### config.mk
export PLATFORM = sky130hd
export DESIGN_NAME = l1602a_bus_receiver
export DESIGN_NICKNAME = d
export VERILOG_FILES = /design/src/rtl/l1602a_pkg.sv /design/src/rtl/l1602a_edge_sync.sv /design/src/rtl/l1602a_bus_receiver.sv
export SDC_FILE = /design/constraint.sdc
export NUM_CORES = 1
export LEC_CHECK = 0
export ABC_AREA = 1
export CAP_MARGIN = 10
export CORE_ASPECT_RATIO = 1.4
export CORE_MARGIN = 2
export CORE_UTILIZATION = 42
export CTS_BUF_LIST = sky130_fd_sc_hd__clkbuf_8
export DETAILED_ROUTE_END_ITERATION = 10
export GPL_TIMING_DRIVEN = 0
export PLACE_DENSITY = 0.7
export SYNTH_ARGS = -nofsm -noshare
export SYNTH_HDL_FRONTEND = slang
export SYNTH_SLANG_ARGS = --single-unit
### constraint.sdc
create_clock -name clk -period 1.8 [get_ports clk]
set_input_delay 0.27 -clock clk [delete_from_list [all_inputs] [get_ports clk]]
set_output_delay 0.27 -clock clk [all_outputs]
set_load 0.02 [all_outputs]
### src/rtl/l1602a_pkg.sv
// Shared constants for the 1602A bus receiver: timing defaults, interface
// states and the opcode masks used to track function-set / clear / home.
package l1602a_pkg;

    localparam int T_EPW_DEF   = 6;
    localparam int T_EXEC_DEF  = 1008;
    localparam int T_CLEAR_DEF = 39360;

    typedef enum logic [1:0] {
        IF8    = 2'd0,
        IF4_HI = 2'd1,
        IF4_LO = 2'd2
    } if_state_t;

    localparam logic [7:0] FUNCSET_MASK = 8'hE0;
    localparam logic [7:0] FUNCSET      = 8'h20;
    localparam int         DL_BIT       = 4;
    localparam logic [7:0] CLEAR        = 8'h01;
    localparam logic [7:0] HOME_MASK    = 8'hFE;
    localparam logic [7:0] HOME         = 8'h02;

    function automatic logic is_funcset(input logic rs, input logic [7:0] b);
        return !rs && ((b & FUNCSET_MASK) == FUNCSET);
    endfunction

    // Clear and return-home take the long execution window.
    function automatic logic is_long_op(input logic rs, input logic [7:0] b);
        return !rs && (b == CLEAR || (b & HOME_MASK) == HOME);
    endfunction

endpackage

### src/rtl/l1602a_edge_sync.sv
// Synchronizes the LCD pins, detects the E falling edge and presents the
// RS/RW/data sample taken the cycle before the fall.
module l1602a_edge_sync #(
    parameter int SYNC_STAGES = 2,
    parameter int DW          = 4
) (
    input  logic          clk,
    input  logic          rst,
    input  logic [2:0]    ctrl,
    input  logic [DW-1:0] data,
    output logic          e,
    output logic          fall,
    output logic          rs,
    output logic          rw,
    output logic [DW-1:0] nib
);
    localparam int W = DW + 3;

    logic [SYNC_STAGES-1:0][W-1:0] stage;
    logic [W-1:0]                  prev;

    always_ff @(posedge clk) begin
        if (!rst) begin
            stage <= '0;
            prev  <= '0;
        end else begin
            stage[0] <= {ctrl, data};
            for (int i = 1; i < SYNC_STAGES; i++)
                stage[i] <= stage[i-1];
            prev <= stage[SYNC_STAGES-1];
        end
    end

    // Packing is {RS, RW, E, data}.
    assign e    = stage[SYNC_STAGES-1][DW];
    assign fall = !e && prev[DW];
    assign rs   = prev[DW+2];
    assign rw   = prev[DW+1];
    assign nib  = prev[DW-1:0];

endmodule

### src/rtl/l1602a_bus_receiver.sv
// LCD-side receiver: rebuilds bytes from E strobes, tracks 8/4-bit mode,
// emulates the busy window and flags pulse-width, busy and pairing errors.
module l1602a_bus_receiver
    import l1602a_pkg::*;
#(
    parameter int MODE         = 1,
    parameter int SYNC_STAGES  = 2,
    parameter int COUNT_SIZE   = 20,
    parameter int T_EPW_CLKS   = T_EPW_DEF,
    parameter int T_EXEC_CLKS  = T_EXEC_DEF,
    parameter int T_CLEAR_CLKS = T_CLEAR_DEF
) (
    input  logic               clk,
    input  logic               rst,
    input  logic [2:0]         lcd_ctrl,
    input  logic [7-4*MODE:0]  lcd_data,
    output logic               rx_valid,
    output logic               rx_rs,
    output logic [7:0]         rx_byte,
    output logic               busy,
    output logic               if_4bit,
    output logic               err_pw,
    output logic               err_busy,
    output logic               err_seq
);
    localparam int DW = 8 - 4 * MODE;

    logic          s_e, fall, s_rs, s_rw;
    logic [DW-1:0] s_nib;
    logic [7:0]    pins;

    l1602a_edge_sync #(.SYNC_STAGES(SYNC_STAGES), .DW(DW)) u_sync (
        .clk (clk),
        .rst (rst),
        .ctrl(lcd_ctrl),
        .data(lcd_data),
        .e   (s_e),
        .fall(fall),
        .rs  (s_rs),
        .rw  (s_rw),
        .nib (s_nib)
    );

    // Left-justified so 4-pin mode sees D7..D4 in pins[7:4].
    assign pins = 8'(s_nib) << (8 - DW);

    if_state_t             state, next_state;
    logic [COUNT_SIZE-1:0] width_cnt, busy_cnt;
    logic [3:0]            hi_nib;
    logic                  hi_rs, hi_rw;
    logic                  emit, seq_bad;
    logic [7:0]            emit_byte;

    always_comb begin
        emit       = 1'b0;
        seq_bad    = 1'b0;
        emit_byte  = pins;
        next_state = state;
        if (fall) begin
            if (MODE == 0) begin
                emit = !s_rw;
            end else begin
                case (state)
                    IF8: begin
                        emit = !s_rw;
                        if (!s_rw && is_funcset(s_rs, pins) && !pins[DL_BIT])
                            next_state = IF4_HI;
                    end
                    IF4_HI: next_state = IF4_LO;
                    IF4_LO: begin
                        next_state = IF4_HI;
                        emit_byte  = {hi_nib, pins[7:4]};
                        if (s_rs != hi_rs || s_rw != hi_rw) begin
                            seq_bad = 1'b1;
                        end else if (!s_rw) begin
                            emit = 1'b1;
                            if (is_funcset(s_rs, emit_byte) && emit_byte[DL_BIT])
                                next_state = IF8;
                        end
                    end
                    default: next_state = IF8;
                endcase
            end
        end
    end

    always_ff @(posedge clk) begin
        if (!rst) begin
            state     <= IF8;
            width_cnt <= '0;
            busy_cnt  <= '0;
            hi_nib    <= '0;
            hi_rs     <= 1'b0;
            hi_rw     <= 1'b0;
            rx_valid  <= 1'b0;
            rx_rs     <= 1'b0;
            rx_byte   <= '0;
            err_pw    <= 1'b0;
            err_busy  <= 1'b0;
            err_seq   <= 1'b0;
        end else begin
            state <= next_state;

            if (!s_e)
                width_cnt <= '0;
            else if (width_cnt != '1)
                width_cnt <= width_cnt + 1'b1;

            if (fall && state == IF4_HI) begin
                hi_nib <= pins[7:4];
                hi_rs  <= s_rs;
                hi_rw  <= s_rw;
            end

            rx_valid <= emit;
            if (emit) begin
                rx_byte <= emit_byte;
                rx_rs   <= s_rs;
            end

            err_pw   <= fall && (width_cnt < COUNT_SIZE'(T_EPW_CLKS));
            err_busy <= fall && !s_rw && (busy_cnt != '0);
            err_seq  <= seq_bad;

            if (emit)
                busy_cnt <= is_long_op(s_rs, emit_byte) ? COUNT_SIZE'(T_CLEAR_CLKS)
                                                        : COUNT_SIZE'(T_EXEC_CLKS);
            else if (busy_cnt != '0)
                busy_cnt <= busy_cnt - 1'b1;
        end
    end

    assign busy    = (busy_cnt != '0);
    assign if_4bit = (state != IF8);

endmodule
==> reports/results.tsv, run 1 <==
metric	value	unit
Max Used Layer	met4	
vias	3363	
# setup viols final	0	
Post-synth top flop	dfxtp_1	
metal2 WL	4390	um
DP Worst Slack	-190	ps
leakage power	2.00	nW
DRT met1 WL	3450	um
period utilization	96.5	%
total length of routed wires	8310	um
largest net degree at the start of global routing	15	
register area share after synthesis	43.0	%
highest-count cells in the layout ignoring fill and taps	nand2_1, dfxtp_1, nor2_1, inv_1, nand3_1	
Clk pin slew, worst setup/hold paths	90	ps
Routed wire per std cell	12.0	um
WL met3	285	um
GRT Util Overall	18.1	%
post-synth net total	557	
starting DRC count in detailed routing	132	
Worst Setup Path Type	flip-flop to output pin	
Synth area leader	dfxtp_1	
Max Clk Rate	0.576	GHz
vias in the first global route	3226	
nets@finish	594	
row count	41	
final max-slew violation count	0	
I/O pin count	24	
Post-synth ARST share	0	%
total internal power	3.62	mW
Yosys warning count	0	
sequential share of power	38.1	%
Synth Cell Area	3820	sq um
Synth area leaders	dfxtp_1, nand2_1, nor2_1, inv_1, nand3_1	
DR pass1 iterations	4	
Fin. Hold Viols	0	
min Tclk post-route	1740	ps
clk_skew	12.9	ps
# hold bufs at CTS	0	
Finished Layout Cells	694	
I/O Buffers	22	
CTS H-tree depth	3	
crit-path max FO	5	
WP data arrival	1470	ps
final setup margin	63.3	ps
final core occ	49.7	%
pwr/cell area	1350	nW/um^2
worst skew pair latency	350	ps
type of the worst min-delay path	input port to flip-flop	
maxcap violations	0	
GR Overflow Total	0	
Placed Cells	674	
Comb pwr share	39.2	%
syn_area_per_cell	7.00	sq um
CTS Buffer Depth	2	
startpoint types	flip-flop	
status	finished clean	
number of routed nets with antenna violations	0	
clk sinks	82	
initial antenna violation count	0	
DIE AREA	9880	sq um
crit end category	output pin	
sw frac	39.4	%
gpl congestion	0.889	
Psw	2.36	mW
Clk pwr share	22.7	%
Mapped Cells	545	
Max VDD drop	1.08	mV
commonest non-fill, non-tap cell in the layout	nand2_1	
CTS tree	done	
Num CTS Buffers	9	
ant diodes	0	
dpl hpwl	6190	um
Die Span Y	117	um
distinct cell type count after synthesis	33	
layout cells sized above 1	11.9	%
Die Wd	84.6	um
post-detailed-route DRC marker count	0	
worst endpoint required time	1530	ps
Area growth, synth to finish	16.4	%
CORE AREA	8930	sq um
RSZ-0062 raised after global routing	yes	
Yosys reg bits	82	
Post-synth EDFFs	0	
Vias per Instance	4.85	
TNS Setup	0	ps
Root Driver	clkbuf_8	
top cell type's share of synthesized area	43.0	%
Slew Limit Headroom	64.1	%
Slew @ Worst Pin	537	ps
first-pass GRT wire length	14200	um
Starting Density	42.8	%
-- per-layer routing --
layer / GRT usage, % / up-vias
met5: 0 / -
met4: 9.10 / 0
met3: 4.21 / 16
met2: 33.3 / 65
met1: 19.3 / 1505
li1: - / 1777
-- layout make-up --
class | count | area (sq um)
clock buffer | 10 | 138
clock inverter | 6 | 63.8
inverter | 71 | 272
multi-input combinational | 382 | 1880
sequential | 82 | 1640
timing repair buffer | 26 | 244
buffer | 10 | 63.8
fill | 917 | 4490
tap | 107 | 134
-- worst max-delay path, cell delays in order (launching register included) --
cell and delay [ps]:
dfxtp_1 340, nor2_2 170, nand2_2 140, nor3_4 210
nand2_2 80, buf_2 160
-- path summary, 6_finish.rpt --
kind,cells past startpoint,to,slack (ps),from
setup / recovery,5,busy,60,busy_cnt[4]
hold / removal,3,rx_byte[4],390,rst
setup reg to reg,10,width_cnt[0],120,width_cnt[0]
hold reg to reg,2,u_sync.prev[5],410,u_sync.stage[12]
-- cells by family after synthesis --
family                   share of synthesized area, %
AO/OA/AOI/OAI                                    6.00
XOR/XNOR                                         3.67
adder cells (fa/ha/maj)                         0.984
buffers and inverters                            8.72
flip-flops                                       43.0
AND/OR/NAND/NOR                                  37.6
-- metrics by stage --
step	instance area (sq um)	hold slack, ps	power, mW
2_1_floorplan	3820	368	4.00
3_3_place_gp	4170	394	4.39
3_5_place_dp	4170	395	4.45
4_1_cts	4390	394	5.86
5_1_grt	4440	429	6.48
6_report	4440	388	5.98
-- synth_stat cells, types with 4 or more instances --
master,count
nand2_1,144
dfxtp_1,82
nor2_1,79
inv_1,65
nand3_1,37
o21ai_0,18
a21oi_1,13
nor3_1,11
nand4_1,10
nor2_2,10
nand2_2,9
xor2_1,9
xnor2_1,7
clkbuf_1,6
a31oi_1,5
inv_2,5
nand3b_1,4
or2_2,4
-- registers in the layout, summed over array words and instances, names as in the netlist --
signal        count
u_sync.prev       7
hi_nib            4
hi_rw             1
width_cnt        20
hi_rs             1
err_pw            1
u_sync.stage     13
u_sync.e          1
rx_rs             1
busy_cnt         20
rx_byte           8
err_busy          1
err_seq           1
state             2
rx_valid          1
-- power groups by stage --
| stage | logic, mW | registers [mW] | clock network (mW) |
|---|---|---|---|
| after floorplan | 1.76 | 2.25 | 0 |
| after global placement | 2.10 | 2.29 | 0 |
| after detailed placement | 2.15 | 2.29 | 0 |
| after CTS | 2.20 | 2.26 | 1.40 |
| after global routing | 2.70 | 2.30 | 1.48 |
| final | 2.35 | 2.28 | 1.35 |
-- timing repair --
item	4_1_cts	5_1_grt
pin swaps	1	2
setup buffers	1	3
setup endpoints to repair	3	10
resized for setup	10	9
Power figures use the tool's default switching activity.
==> inputs of run 2 (changes only) <==
--- a/config.mk
+++ b/config.mk
@@ -12,6 +12,7 @@
 export CORE_UTILIZATION = 42
 export CTS_BUF_LIST = sky130_fd_sc_hd__clkbuf_8
 export DETAILED_ROUTE_END_ITERATION = 10
+export GPL_ROUTABILITY_DRIVEN = 0
 export GPL_TIMING_DRIVEN = 0
 export PLACE_DENSITY = 0.7
 export SYNTH_ARGS = -nofsm -noshare
==> reports/results.tsv, run 2 (synthesized netlist as in run 1, its figures left out) <==
metric	value	unit	change
status	finished clean		
largest registers	busy_cnt x20, width_cnt x20, u_sync.stage x13		
number of routed nets with antenna violations	0		unchanged
Area growth, synth to finish	16.2	%	
Hold WS	359	ps	-29.0 ps
# setup viols final	0		unchanged
leakage power	1.99	nW	-0.71%
Fill cells	899		-2.0%
period utilization	95.2	%	-1.2 points
type of the worst min-delay path	input port to flip-flop		
Die Span Y	117	um	unchanged
DIE AREA	9880	sq um	unchanged
crit-path max FO	5		unchanged
highest-count cells in the layout ignoring fill and taps	nand2_1, dfxtp_1, nor2_1, inv_1, nand3_1		
dpl hpwl	6230	um	+0.59%
Starting Density	42.8	%	unchanged
ant diodes	0		unchanged
initial antenna violation count	0		unchanged
Clk pin slew, worst setup/hold paths	80	ps	about the same
startpoint types	flip-flop		
first-pass GRT wire length	14500	um	+2.5%
final max-slew violation count	0		unchanged
GRT Util Overall	18.3	%	+0.27 points
WP data arrival	1440	ps	-30 ps
I/O pin count	24		unchanged
pwr/cell area	1350	nW/um^2	+0.21%
nets@finish	592		-0.34%
commonest non-fill, non-tap cell in the layout	nand2_1		
vias in the first global route	3319		+2.9%
I/O Buffers	22		unchanged
CTS H-tree depth	3		unchanged
crit end category	output pin		
maxcap violations	0		unchanged
Root Driver	clkbuf_8		
row count	41		unchanged
clk sinks	82		unchanged
final core occ	49.7	%	-0.084 points
largest net degree at the start of global routing	15		unchanged
starting DRC count in detailed routing	138		+4.5%
layout cells sized above 1	12.1	%	+0.21 points
CORE AREA	8930	sq um	unchanged
Max Clk Rate	0.583	GHz	+1.3%
Max VDD drop	1.05	mV	-2.8%
post-detailed-route DRC marker count	0		unchanged
Fin. Hold Viols	0		unchanged
Worst Setup Path Type	flip-flop to output pin		
min Tclk post-route	1710	ps	-22.5 ps
Slew Limit Headroom	64.4	%	+0.30 points
DR pass1 iterations	4		unchanged
vias	3423		+1.8%
CTS Buffer Depth	2		unchanged
Storage cell area	1640	sq um	about the same
worst skew pair latency	360	ps	about the same
CTS tree	done		
Die Wd	84.6	um	unchanged
GR Overflow Total	0		unchanged
area of the multi-input gates	1880	sq um	about the same
Num CTS Buffers	9		unchanged
total length of routed wires	8250	um	-0.70%
clk_skew	9.36	ps	-3.53 ps
Routed wire per std cell	11.9	um	-0.41%
Slew @ Worst Pin	534	ps	-2.59 ps
Vias per Instance	4.95		+2.1%
worst endpoint required time	1530	ps	about the same
TNS Setup	0	ps	unchanged
Tot Pwr	5.98	mW	about the same
run 2: what timing repair did:
| item | CTS | global route |
|---|---|---|
| pin swaps | 1 | 2 |
| cloned | 0 | 0 |
| gates resized for setup | 9 | 14 |
| hold buffers | 0 | 0 |
| setup buffers | 1 | 1 |
| endpoints found under the setup margin | 2 | 22 |
run 2: area by class of cell:
cell class / count / area share, %
clock inverters: 6 / 1.50
plain buffers: 10 / 1.44
repair buffers: 24 / 5.22
flip-flops and latches: 82 / 37.1
multi-input cells: 382 / 42.5
inverters: 71 / 6.12
clock buffers: 10 / 3.10
well taps: 107 / 3.02
run 2: stage by stage:
| step | area (sq um) | cells | worst slack [ps] |
|---|---|---|---|
| after floorplan | 3820 | 545 | 284 |
| final | 4430 | 692 | 85.8 |
| after global placement | 4170 | 674 | -149 |
| after detailed placement | 4170 | 674 | -170 |
| after CTS | 4390 | 691 | 24.3 |
| after global routing | 4430 | 692 | -7.17 |
run 2: worst paths after layout:
kind | from | slack, ps | cells after the start | end
min reg2reg | u_sync.stage[1] | 420 | 2 | u_sync.stage[8]
min | rst | 360 | 3 | err_pw
max | busy_cnt[4] | 90 | 5 | busy
max reg2reg | width_cnt[0] | 140 | 10 | width_cnt[0]
run 2: worst max-delay path: stages, from the launching register on:
cell and delay, ps:
dfxtp_1 340, nor2_2 170, nand2_2 120, nor3_2 200, nand2_2 90, buf_4 160
run 2: layer usage:
layer	routed length, um	track usage (%)	part of all wire [%]
met5	0	0	0
met3	291	4.63	3.5
met2	4390	34.4	53
met1	3380	19.5	41
met4	189	7.62	2.3
run 2: power by group:
group | internal (mW) | leakage, nW | switching (mW) | total, mW
Sequential | 2.06 | 0.668 | 0.218 | 2.28
Clock | 0.680 | 0.100 | 0.666 | 1.35
Combinational | 0.882 | 1.22 | 1.47 | 2.35
